==> src/rtl/pc_seq_pkg.sv <==
// pc_seq_pkg -- shared types and constants for the PC sequencer.
//   seq_state_t      : sequencer FSM states (RUN, DRAIN, HALTED)
//   PC_STEP          : sequential fetch increment in bytes
//   DRAIN_CYCLES_DEF : default number of cycles in-flight work gets to retire after halt
package pc_seq_pkg;

    typedef enum logic [1:0] {
        RUN    = 2'd0,
        DRAIN  = 2'd1,
        HALTED = 2'd2
    } seq_state_t;

    localparam int PC_STEP          = 4;
    localparam int DRAIN_CYCLES_DEF = 3;

endpackage

==> src/rtl/pc_sequencer_sat_counter.sv <==
// sat_counter -- saturating up-counter used for sequencer statistics.
//   clk, reset : clock, asynchronous active-high reset (clears count)
//   inc        : increment enable, one count per cycle
//   count      : current value, sticks at all-ones
module sat_counter #(
    parameter int WIDTH = 16
) (
    input  logic             clk,
    input  logic             reset,
    input  logic             inc,
    output logic [WIDTH-1:0] count
);

    always_ff @(posedge clk or posedge reset) begin
        if (reset)
            count <= '0;
        else if (inc && (count != '1))
            count <= count + WIDTH'(1);
    end

endmodule

==> src/rtl/pc_sequencer.sv <==
// pc_sequencer -- fetch PC generation and IF/ID/EX pipeline control.
//   clk, reset      : clock, asynchronous active-high reset
//   stall           : load-use hazard; hold IF/ID and bubble ID/EX
//   redirect_valid  : branch resolved taken in EX; redirect_pc is the target
//   halt_req        : halt decoded in ID; drain the pipe then stop
//   pc              : registered fetch PC (PC_WIDTH bits)
//   pc_plus_4       : zero-extended pc + 4 (combinational, not wrapped)
//   stall_ifid, flush_ifid, flush_idex : pipeline register controls
//   misaligned      : target low bits nonzero on an accepted redirect
//   halted          : core stopped; only reset leaves this state
// Optional build macro PC_SEQ_STATS_EN adds saturating redirect_count and
// stall_count outputs.
module pc_sequencer
    import pc_seq_pkg::*;
#(
    parameter int PC_WIDTH     = 9,
    parameter int DRAIN_CYCLES = DRAIN_CYCLES_DEF
) (
    input  logic                clk,
    input  logic                reset,
    input  logic                stall,
    input  logic                redirect_valid,
    input  logic [31:0]         redirect_pc,
    input  logic                halt_req,
    output logic [PC_WIDTH-1:0] pc,
    output logic [31:0]         pc_plus_4,
    output logic                stall_ifid,
    output logic                flush_ifid,
    output logic                flush_idex,
    output logic                misaligned,
    output logic                halted
`ifdef PC_SEQ_STATS_EN
    ,
    output logic [15:0]         redirect_count,
    output logic [15:0]         stall_count
`endif
);

    localparam int CNT_W = (DRAIN_CYCLES > 1) ? $clog2(DRAIN_CYCLES) : 1;
    // Count runs DRAIN_CYCLES-1 down to 0, so DRAIN lasts DRAIN_CYCLES cycles.
    localparam logic [CNT_W-1:0] DRAIN_LOAD = CNT_W'(DRAIN_CYCLES - 1);

    seq_state_t          state_q, state_d;
    logic [CNT_W-1:0]    drain_cnt_q, drain_cnt_d;
    logic [PC_WIDTH-1:0] pc_q, pc_d;
    logic [PC_WIDTH-1:0] redirect_target;

    logic stall_ifid_c, flush_ifid_c, flush_idex_c;
    logic redirect_acc, stall_acc;

    // Upper target bits beyond the PC width are dropped on purpose.
    assign redirect_target = {redirect_pc[PC_WIDTH-1:2], 2'b00};

    generate
        if (PC_WIDTH < 32) begin : g_trunc
            logic unused_upper;
            assign unused_upper = ^redirect_pc[31:PC_WIDTH];
        end
    endgenerate

    always_ff @(posedge clk or posedge reset) begin
        if (reset) begin
            state_q     <= RUN;
            drain_cnt_q <= '0;
            pc_q        <= '0;
        end else begin
            state_q     <= state_d;
            drain_cnt_q <= drain_cnt_d;
            pc_q        <= pc_d;
        end
    end

    always_comb begin
        state_d      = state_q;
        drain_cnt_d  = drain_cnt_q;
        pc_d         = pc_q;
        stall_ifid_c = 1'b0;
        flush_ifid_c = 1'b0;
        flush_idex_c = 1'b0;
        redirect_acc = 1'b0;
        stall_acc    = 1'b0;
        case (state_q)
            RUN: begin
                // Redirect wins: a stall or halt alongside it is wrong-path.
                if (redirect_valid) begin
                    redirect_acc = 1'b1;
                    pc_d         = redirect_target;
                    flush_ifid_c = 1'b1;
                    flush_idex_c = 1'b1;
                end else if (stall) begin
                    stall_acc    = 1'b1;
                    stall_ifid_c = 1'b1;
                    flush_idex_c = 1'b1;
                end else if (halt_req) begin
                    flush_ifid_c = 1'b1;
                    drain_cnt_d  = DRAIN_LOAD;
                    state_d      = DRAIN;
                end else begin
                    pc_d = pc_q + PC_WIDTH'(PC_STEP);
                end
            end
            DRAIN: begin
                // A redirect here means the branch was older than the halt.
                if (redirect_valid) begin
                    redirect_acc = 1'b1;
                    pc_d         = redirect_target;
                    flush_ifid_c = 1'b1;
                    flush_idex_c = 1'b1;
                    drain_cnt_d  = '0;
                    state_d      = RUN;
                end else begin
                    flush_ifid_c = 1'b1;
                    if (drain_cnt_q == '0)
                        state_d = HALTED;
                    else
                        drain_cnt_d = drain_cnt_q - CNT_W'(1);
                end
            end
            HALTED: begin
                flush_ifid_c = 1'b1;
            end
            default: begin
                state_d     = RUN;
                drain_cnt_d = '0;
            end
        endcase
    end

    assign pc        = pc_q;
    assign pc_plus_4 = 32'(pc_q) + 32'(PC_STEP);
    assign halted    = (state_q == HALTED);

    // Reset forces the combinational controls low even if inputs are active.
    assign stall_ifid = stall_ifid_c & ~reset;
    assign flush_ifid = flush_ifid_c & ~reset;
    assign flush_idex = flush_idex_c & ~reset;
    assign misaligned = redirect_acc & (|redirect_pc[1:0]) & ~reset;

`ifdef PC_SEQ_STATS_EN
    sat_counter #(.WIDTH(16)) u_redirect_cnt (
        .clk   (clk),
        .reset (reset),
        .inc   (redirect_acc),
        .count (redirect_count)
    );

    sat_counter #(.WIDTH(16)) u_stall_cnt (
        .clk   (clk),
        .reset (reset),
        .inc   (stall_acc),
        .count (stall_count)
    );
`endif

endmodule

==> config.mk <==
export PLATFORM = sky130hd
export DESIGN_NAME = pc_sequencer
export DESIGN_NICKNAME = d
export VERILOG_FILES = /design/src/rtl/pc_seq_pkg.sv /design/src/rtl/pc_sequencer_sat_counter.sv /design/src/rtl/pc_sequencer.sv
export SDC_FILE = /design/constraint.sdc
export NUM_CORES = 1
export LEC_CHECK = 0
export BUFFER_PORTS_ARGS = -buffer_cell sky130_fd_sc_hd__buf_2
export CORE_MARGIN = 2
export CORE_UTILIZATION = 36
export CTS_CLUSTER_DIAMETER = 60
export DETAILED_ROUTE_END_ITERATION = 7
export PLACE_DENSITY_LB_ADDON = 0.08
export SLEW_MARGIN = 30
export SYNTH_ARGS = -nofsm -noshare
export SYNTH_HDL_FRONTEND = slang
export SYNTH_SLANG_ARGS = --single-unit
export TNS_END_PERCENT = 1
==> constraint.sdc <==
create_clock -name clk -period 1.65 [get_ports clk]
set_input_delay 0.165 -clock clk [delete_from_list [all_inputs] [get_ports clk]]
set_output_delay 0.165 -clock clk [all_outputs]
set_load 0.01 [all_outputs]
==> reports/qor.tcl, run 1 <==
set qor(grt_busiest_layer) {met2}
set qor(number_of_nets_in_the_finished_design) 222
set qor(cts_max_path_buffers) 2
set qor(synth_cell_types) 38
set qor(global_route.overflow_total) 0
set qor(cts_tree) {yes}
set qor(leakagePower_uw) 0.0007213
set qor(grt_pass1_vias) 873
set qor(die_height_um) 59.65
set qor(report.final.slew_viol_count) 0
set qor(final_core_utilization_pct) 46.25
set qor(critical_path.endpoint_type) {flip-flop}
set qor(boundaryPins) 83
set qor(ys_top_cells_by_area) {dfrtp_1, buf_4, ha_1}
set qor(post-synth-top-area-fraction_pct) 24.69
set qor(clockRootBuffer) {clkbuf_4}
set qor(cts.clk_slew.worst_paths_ns) 0.07
set qor(drt_first_pass_iters) 5
set qor(post-layout-total-power_uw) 2486
set qor(crit_path_start_kind) {flip-flop}
set qor(synthToLayoutAreaGrowth_pct) 24.58
set qor(max_freq_mhz) 614.6
set qor(final_instance_area_um2) 1389
set qor(drcViolationCount) 0
set qor(post_synth_instance_area_um2) 1115
set qor(cts_made_buffers) 3
set qor(seq_area_frac_synth_pct) 24.69
set qor(tritoncts_num_sinks) 11
set qor(synth_edf_count) 0
set qor(grt_antenna_before_repair) 0
set qor(ys_ff_latch) 11
set qor(max-cap-violations) 0
set qor(core_area_um2) 3003
set qor(maximum_number_of_pins_on_one_net_before_global_route_repair) 12
set qor(globalRouteMet2Util_pct) 25.93
set qor(syn_area_per_cell_um2) 8.778
set qor(timing.final.setup_violations) 0
set qor(die_area_um2) 3558
set qor(synth-async-reset-ratio_pct) 100.0
set qor(final_hold_viol_count) 0
set qor(dpl-instance-area_um2) 1297
set qor(groute.layer.met3.usage_pct) 3.896
set qor(critical_path_arrival_ns) 1.78
set qor(ant_nets) 0
set qor(place.port_buffers) 33
set qor(power_density_nw_per_um2) 1790
set qor(placementRows) 20
set qor(use_met1_pct) 17.60
set qor(path_max_fanout) 4
set qor(post_route_wl_um) 2377
set qor(finClkSkew_ns) 0.0006378
set qor(ir_drop_mv) 0.5989
set qor(initialDrtViolationCount) 47
set qor(post_synth_inst_count) 127
set qor(clock_insertion_delay_worst_skew_ns) 0.27
set qor(detailroute.via_count) 953
set qor(route.detailed.vias_per_inst) 4.560
set qor(grt_setup_unrepaired) {true}
set qor(run_status) {finished clean}
set qor(grt_use_total_pct) 14.73
set qor(worst_hold_path_type) {in2reg}
set qor(ctsHtreeMaxLevel) 1
set qor(worst_hold_slack_ns) 0.1861
set qor(final.period_utilization_pct) 98.62
set qor(hpwlAfterDp_um) 1861
set qor(chipWidth_um) 59.65
set qor(detailedPlace.worstSlack_ns) -0.08580
set qor(timing.final.crit_period_ns) 1.627
set qor(starting_utilization_of_the_core_area_pct) 37.12
set qor(synth-warning-count) 0
set qor(crit_required_ns) 1.81
set qor(insertedDiodeCount) 0
set qor(grt_first_pass_wirelength_um) 3919
set qor(synth_flop_cell) {dfrtp_1}
set qor(timing.final.ws_setup_ns) 0.02279
set qor(finalWeightedCongestion) 0.7355
set qor(post_route_cells_drive_above_1_share_pct) 42.61
set qor(synthDominantAreaCellType) {dfrtp_1}
set qor(critical_path_class) {reg2reg}
set qor(post_drt_wl_per_cell_um) 11.37
worst paths after layout:
path,endpoint,cells after the start,startpoint,slack [ns]
max,state_q[0],6,state_q[0],0.02
min,pc[2],3,redirect_pc[2],0.19
max reg2reg,state_q[0],6,state_q[0],0.02
min reg2reg,drain_cnt_q[1],2,drain_cnt_q[1],0.53
max in group asynchronous,pc[4],3,reset,0.80
min in group asynchronous,pc[2],3,reset,0.51
per-layer routing:
layer / part of all wire [%] / vias to the layer above / wire [um]
met5: 0 / - / 0
li1: - / 481 / -
met3: 4.7 / 2 / 112
met1: 43 / 444 / 1018
met4: 0.42 / 0 / 10
met2: 52 / 26 / 1236
logic make-up after synthesis:
group                    count (synthesis)  share of synthesized area [%]
AO/OA/AOI/OAI                           26                          17.40
XOR/XNOR                                 5                          3.928
adder cells (fa/ha/maj)                  8                          8.979
buffers and inverters                   39                          23.68
flip-flops                              11                          24.69
multiplexers                             4                          4.490
other                                    1                         0.3364
AND/OR/NAND/NOR                         33                          16.50
area by class of cell:
type / count / area [um^2]
clock buffer: 4 / 26.28
fill: 321 / 1614
inverter: 9 / 33.78
multi-input combinational: 102 / 708.2
sequential: 11 / 280.3
tap: 33 / 41.29
timing repair buffer: 50 / 299.0
cells in the mapped netlist (all sizes together) (2+ instances only):
cell,number
xnor2,4
buf,29
nand2b,3
mux2,2
a21oi,9
mux2i,2
dfrtp,11
nor3,6
ha,8
a31oi,2
nand3,4
and3,3
o21ai,5
inv,9
o22ai,3
o22a,2
nor2,9
nand2,3
worst max-delay path, stage by stage (launching register included):
cell and delay (ns):
dfrtp_1 0.42, inv_2 0.09, ha_4 0.17, buf_6 0.13, a221oi_4 0.28, o21ai_2 0.13
mux2_4 0.31
state kept, by name (all words and copies together), names as in the netlist:
signal       flops
drain_cnt_q      2
pc               7
state_q          2
where the power goes:
group | internal, uW | switching, uW | total, uW
Combinational | 887 | 858 | 1750
Sequential | 405 | 147 | 552
Clock | 93.5 | 95.0 | 189
Total | 1390 | 1100 | 2490
metrics by stage:
step,std cells,setup TNS (ns)
after global routing,209,-0.3897
after global placement,203,-0.1614
after floorplan,152,0
final,209,0
after CTS,209,0
after detailed placement,203,-0.2046
timing repair:
action,in CTS,in global routing
gates resized for setup,10,7
buffers inserted,1,0
pin swaps,3,3
hold buffers,1,0
endpoints found under the hold margin,11,0
setup endpoints to repair,13,12
cells in the final DEF (no fill, tap or decap), types with 2 or more instances in the layout:
| master | count |
|---|---|
| mux2_4 | 2 |
| xnor2_1 | 4 |
| a31oi_1 | 2 |
| nand2b_1 | 2 |
| nand3_1 | 4 |
| clkbuf_4 | 3 |
| inv_2 | 2 |
| ha_1 | 3 |
| nor2_1 | 8 |
| and3_1 | 2 |
| nand2_1 | 3 |
| o22ai_1 | 2 |
| ha_2 | 4 |
| nor3_1 | 5 |
| dfrtp_1 | 7 |
| buf_2 | 33 |
| buf_4 | 15 |
| o21ai_2 | 3 |
| dfrtp_2 | 4 |
| a21oi_1 | 9 |
| conb_1 | 26 |
| inv_1 | 7 |
| mux2i_1 | 2 |
| o22a_1 | 2 |
Note: power is estimated with default switching activity, not from simulation.
==> inputs of run 2 (changes only) <==
PLACE_DENSITY = 0.76   (was not set)
PLACE_DENSITY_LB_ADDON = not set   (was 0.08)
==> run 2 against run 1 <==
  * The run now ends with negative setup slack left
  * Critical path depth unchanged
  * First-iteration DRC count decreased by 23%
  * Combinational power about the same
  * Sequential power fell by 1%
  * Clock power is 2% lower
  * Setup slack got worse by 0.032 ns
  * Non-clock buffer count down 1
  * Flip-flop and latch count did not move
  * Via count down 1.7%
  * Clock skew up 0.012 ns
  * Register-to-register slack worse by 0.03 ns
  * Count of clock-buffer cells in the layout did not move
==> reports/qor.tcl, run 2 (synthesized netlist as in run 1, its figures left out) <==
set qor(run_status) {finished, violations left}
set qor(failing_checks) {negative setup slack}
set qor(net-switching-power_uw) 1108
set qor(globalRouteMet2Util_pct) 20.65
set qor(grt_first_pass_wirelength_um) 3374
set qor(crit_required_ns) 1.80
set qor(starting_utilization_of_the_core_area_pct) 37.12
set qor(critical_path_s_slowest_cell) {dfrtp_1}
set qor(layout.filler_cells) 291
set qor(power_report.internal_total_uw) 1397
set qor(critical_path.cell_chain) {inv_2 > ha_4 > buf_4 > a221oi_4 > o21ai_2 > mux2_4}
set qor(synthToLayoutAreaGrowth_pct) 25.36
set qor(post_route_wl_um) 2207
set qor(initialDrtViolationCount) 36
set qor(finalWeightedCongestion) 0.8029
set qor(cts.clk_slew.worst_paths_ns) 0.08
set qor(timing.final.ws_setup_ns) -0.009310
set qor(critical_path.endpoint_type) {flip-flop}
set qor(share_clk_of_total_power_pct) 7.4
set qor(holdCritStartpoint) {redirect_pc[5]}
set qor(final_core_utilization_pct) 46.54
set qor(timing.final.setup_violations) 1
set qor(ant_nets) 0
set qor(final.period_utilization_pct) 100.6
set qor(crit_path_max_incr_delay_ns) 0.41
set qor(final_hold_viol_count) 0
set qor(core_area_um2) 3003
set qor(maximum_number_of_pins_on_one_net_before_global_route_repair) 12
set qor(placementRows) 20
set qor(largest_register_ff_count) 7
set qor(route.detailed.vias_per_inst) 4.505
set qor(ctsHtreeMaxLevel) 1
set qor(die_area_um2) 3558
set qor(report.final.slew_viol_count) 0
set qor(place.port_buffers) 33
set qor(detailroute.via_count) 937
set qor(clock_insertion_delay_worst_skew_ns) 0.27
set qor(global_route.overflow_total) 0
set qor(leakagePower_uw) 0.0007270
set qor(post-layout-total-power_uw) 2505
set qor(groute.layer.met3.usage_pct) 3.463
set qor(critPathLaunch) {state_q[0]}
set qor(tritoncts_num_sinks) 11
set qor(number_of_nets_in_the_finished_design) 221
set qor(chipWidth_um) 59.65
set qor(cts_tree) {yes}
set qor(post_drt_wl_per_cell_um) 10.61
set qor(cts_max_path_buffers) 2
set qor(grt_setup_unrepaired) {true}
set qor(max-cap-violations) 0
set qor(grt_busiest_layer) {met2}
set qor(most-common-layout-cells) {buf_2, conb_1, buf_4}
set qor(grt_use_total_pct) 12.37
set qor(post_route_cells_drive_above_1_share_pct) 41.71
set qor(worst_hold_path_type) {in2reg}
set qor(path_max_fanout) 5
set qor(ir_drop_mv) 0.7317
set qor(boundaryPins) 83
set qor(critical_path_class) {reg2reg}
set qor(power_density_nw_per_um2) 1792
set qor(grt_pass1_vias) 796
set qor(die_height_um) 59.65
set qor(drt_first_pass_iters) 4
set qor(crit_path_start_kind) {flip-flop}
set qor(critical_path_arrival_ns) 1.80
set qor(final_common_cell) {buf_2}
set qor(finClkSkew_ns) 0.01314
set qor(insertedDiodeCount) 0
set qor(use_met1_pct) 15.80
set qor(max_freq_mhz) 602.7
set qor(timing.rr.start) {state_q[0]}
set qor(clockRootBuffer) {clkbuf_4}
set qor(hpwlAfterDp_um) 1747
set qor(area_occupied_by_multi_input_gates_um2) 723.2
set qor(cts_made_buffers) 3
set qor(drcViolationCount) 0
set qor(power_switching_share_pct) 44.25
set qor(power.sequential.fraction_pct) 21.7
set qor(area.sequential_um2) 277.8
set qor(grt_antenna_before_repair) 0
set qor(comb_power_share_pct) 70.9
set qor(timing.final.crit_period_ns) 1.659
[run 2: what timing repair did]
| action | in CTS | in global routing |
|---|---|---|
| hold buffers | 1 | 0 |
| hold endpoints to repair | 11 | 0 |
| gates cloned | 0 | 0 |
| endpoints found under the setup margin | 9 | 16 |
| pin swaps | 3 | 1 |
| setup buffers | 0 | 2 |
| gates resized for setup | 10 | 9 |
[run 2: layer usage]
| layer | vias up | wire [um] |
|---|---|---|
| li1 | 482 | - |
| met1 | 426 | 1002 |
| met2 | 29 | 1076 |
| met3 | 0 | 127 |
| met4 | 0 | 0 |
| met5 | - | 0 |
[run 2: power groups by stage]
| stage | logic (uW) | clock network (uW) | registers [uW] |
|---|---|---|---|
| floorplan | 1040 | 0 | 572 |
| global placement | 1570 | 0 | 529 |
| detailed placement | 1600 | 0 | 537 |
| CTS | 1690 | 193 | 535 |
| global route | 1950 | 208 | 561 |
| finish | 1780 | 185 | 544 |
[run 2: layout make-up]
type,count,area share [%]
Clock buffer,4,1.880
Inverter,9,2.417
Multi-Input combinational cell,102,51.75
Sequential cell,11,19.87
Tap cell,33,2.954
Timing Repair Buffer,49,21.13
[run 2: worst paths after layout]
| path | to | slack, ns | cells after the start |
|---|---|---|---|
| worst max-delay path | drain_cnt_q[0] | -0.009 | 6 |
| worst min-delay path | pc[5] | 0.19 | 3 |
| worst max register to register | drain_cnt_q[0] | -0.009 | 6 |
| worst min register to register | drain_cnt_q[1] | 0.53 | 2 |
| max in group asynchronous | pc[4] | 0.81 | 3 |
| min in group asynchronous | state_q[0] | 0.48 | 3 |
[run 2: critical path, delay by kind of cell, from the launching register on]
| family | cells | cell delay, ns |
|---|---|---|
| flip-flops | 1 | 0.41 |
| AO/OA/AOI/OAI | 2 | 0.40 |
| multiplexers | 1 | 0.30 |
| buffers and inverters | 2 | 0.23 |
| adder cells (fa/ha/maj) | 1 | 0.19 |
[run 2: metrics by stage]
stage | instances | area (um^2) | hold slack, ns | TNS (ns) | setup slack (ns)
2_1_floorplan | 152 | 1209 | 0.01744 | 0 | 0.01785
3_3_place_gp | 201 | 1282 | 0.2349 | 0 | 0.006135
3_5_place_dp | 201 | 1282 | 0.2397 | -0.1359 | -0.06618
4_1_cts | 206 | 1349 | 0.1808 | -0.01696 | -0.01696
5_1_grt | 208 | 1398 | 0.2041 | -0.4215 | -0.08151
6_report | 208 | 1398 | 0.1889 | -0.009310 | -0.009310
==> inputs of run 3 (changes only) <==
CORE_ASPECT_RATIO = 1.4   (was not set)
CORE_UTILIZATION = 40   (was 36)
PLACE_DENSITY = 0.8   (was 0.76)
clock period = 1.7 ns   (was 1.65 ns; I/O delays follow)
==> run 3 against run 2 <==
  * The run now ends clean
  * Clock skew fell by 0.0089 ns
  * Design area up 3.2%
  * Sequential share of layout area decreased by 0.62 points
  * Flip-flop and latch count unchanged
  * Clock power decreased by 6%
  * First-iteration DRC count is 69% lower
  * Largest power group unchanged
==> reports/qor.tcl, run 3 (synthesized netlist as in run 1, its figures left out) <==
set qor(power_density_nw_per_um2) 1740
set qor(hpwlAfterDp_um) 1818
set qor(timing.final.ws_setup_ns) 0.06386
set qor(critical_path_arrival_ns) 1.47
set qor(max_freq_mhz) 611.2
set qor(boundaryPins) 83
set qor(cts.clk_slew.worst_paths_ns) 0.07
set qor(crit_required_ns) 1.53
set qor(synthToLayoutAreaGrowth_pct) 29.40
set qor(post_route_cells_drive_above_1_share_pct) 43.10
set qor(number_of_nets_in_the_finished_design) 220
set qor(chipWidth_um) 48.62
set qor(report.final.slew_viol_count) 0
set qor(cts_max_path_buffers) 2
set qor(critical_path_s_slowest_cell) {dfrtp_1}
set qor(grt_setup_unrepaired) {true}
set qor(grt_antenna_before_repair) 0
set qor(final_instance_area_um2) 1443
set qor(final.period_utilization_pct) 96.24
set qor(max-cap-violations) 0
set qor(critical_path.endpoint_type) {output pin}
set qor(ir_drop_mv) 1.008
set qor(clockRootBuffer) {clkbuf_4}
set qor(tritoncts_num_sinks) 11
set qor(layout.filler_cells) 274
set qor(grt_first_pass_wirelength_um) 3546
set qor(initialDrtViolationCount) 11
set qor(timing.final.setup_violations) 0
set qor(finClkSkew_ns) 0.004273
set qor(drt_first_pass_iters) 4
set qor(place.port_buffers) 33
set qor(drcViolationCount) 0
set qor(grt_pass1_vias) 831
set qor(run_status) {finished clean}
set qor(clock_insertion_delay_worst_skew_ns) 0.27
set qor(global_route.overflow_total) 0
set qor(post_route_wl_um) 2381
set qor(detailroute.via_count) 955
set qor(final_hold_viol_count) 0
set qor(cts_made_buffers) 3
set qor(finalWeightedCongestion) 0.8839
set qor(crit_path_max_incr_delay_ns) 0.40
set qor(detailedPlace.worstSlack_ns) -0.03452
set qor(worst_hold_path_type) {in2reg}
set qor(path_max_fanout) 4
set qor(crit_path_start_kind) {flip-flop}
set qor(most-common-layout-cells) {buf_2, conb_1, buf_4}
set qor(die_height_um) 66.47
set qor(post_drt_wl_per_cell_um) 11.34
set qor(cts_tree) {yes}
set qor(insertedDiodeCount) 0
set qor(dpl-instance-area_um2) 1264
set qor(die_area_um2) 3231
set qor(grt_use_total_pct) 14.16
set qor(maximum_number_of_pins_on_one_net_before_global_route_repair) 14
set qor(leakagePower_uw) 0.0007312
set qor(critical_path_class) {reg2out}
set qor(final_core_utilization_pct) 54.59
set qor(hold_path_depth) 3
set qor(critical_path.cell_chain) {inv_2 > ha_4 > buf_6 > a21oi_1 > nor3_1 > buf_2}
set qor(final_common_cell) {buf_2}
set qor(ctsHtreeMaxLevel) 1
set qor(worst_r2r_path_depth) 6
set qor(timing.final.crit_period_ns) 1.636
set qor(route.detailed.vias_per_inst) 4.548
set qor(ant_nets) 0
set qor(core_area_um2) 2643
set qor(largest_register_ff_count) 7
set qor(starting_utilization_of_the_core_area_pct) 42.19
set qor(placementRows) 22
## run 3: cell types whose count changed in the layout (fill, tap and decap cells not counted), sizes merged
| cell | previous run | this run |
|---|---|---|
| buf | 48 | 47 |
## run 3: metal layers
metal	track usage (%)	share of wire (%)
met1	13.47	35
met4	6.429	1.6
met5	0	0
met3	3.139	6.5
met2	28.42	57
## run 3: worst paths after layout
kind	endpoint	slack [ns]	from
max in group asynchronous	pc[2]	0.90	reset
min in group asynchronous	pc[5]	0.49	reset
worst min-delay path	pc[2]	0.19	redirect_pc[2]
worst max-delay path	flush_ifid	0.06	state_q[1]
worst max register to register	drain_cnt_q[0]	0.10	state_q[0]
worst min register to register	drain_cnt_q[1]	0.54	drain_cnt_q[1]
## run 3: cell type report
| cell class | instances | area (um^2) | area share, % |
|---|---|---|---|
| flip-flops and latches | 11 | 277.8 | 19.25 |
| clock buffers | 4 | 26.28 | 1.821 |
| well taps | 36 | 45.04 | 3.122 |
| multi-input cells | 102 | 768.2 | 53.25 |
| inverters | 9 | 33.78 | 2.342 |
| repair buffers | 48 | 291.5 | 20.21 |
## run 3: power breakdown
| part | switching, uW | internal (uW) | leakage [uW] | total [uW] |
|---|---|---|---|---|
| logic | 888 | 908 | 0.000585 | 1800 |
| registers | 151 | 389 | 0.000132 | 540 |
| clock network | 82.6 | 90.8 | 0.0000150 | 173 |
| total | 1120 | 1390 | 0.000731 | 2510 |
## run 3: worst max-delay path, delay by kind of cell, from the launching register on
family	cells	cell delay, ns
buf+inv	3	0.41
flops	1	0.40
fa+ha+maj	1	0.19
simple gates	1	0.12
compound gates	1	0.08
## run 3: through the flow
stage / TNS [ns] / instances / hold WS [ns] / power [uW]
after detailed placement: -0.03924 / 201 / 0.2296 / 2021
after CTS: -0.003945 / 207 / 0.1952 / 2293
after floorplan: 0 / 152 / 0.02244 / 1564
after global routing: -0.05592 / 210 / 0.1987 / 2731
final: 0 / 210 / 0.1938 / 2510
after global placement: 0 / 201 / 0.2192 / 1980
## run 3: what timing repair did
action,in CTS,in global routing
pin swaps,2,8
buffers inserted,1,3
endpoints found under the hold margin,11,0
setup endpoints to repair,12,14
hold buffers,1,0
gates resized for setup,10,18
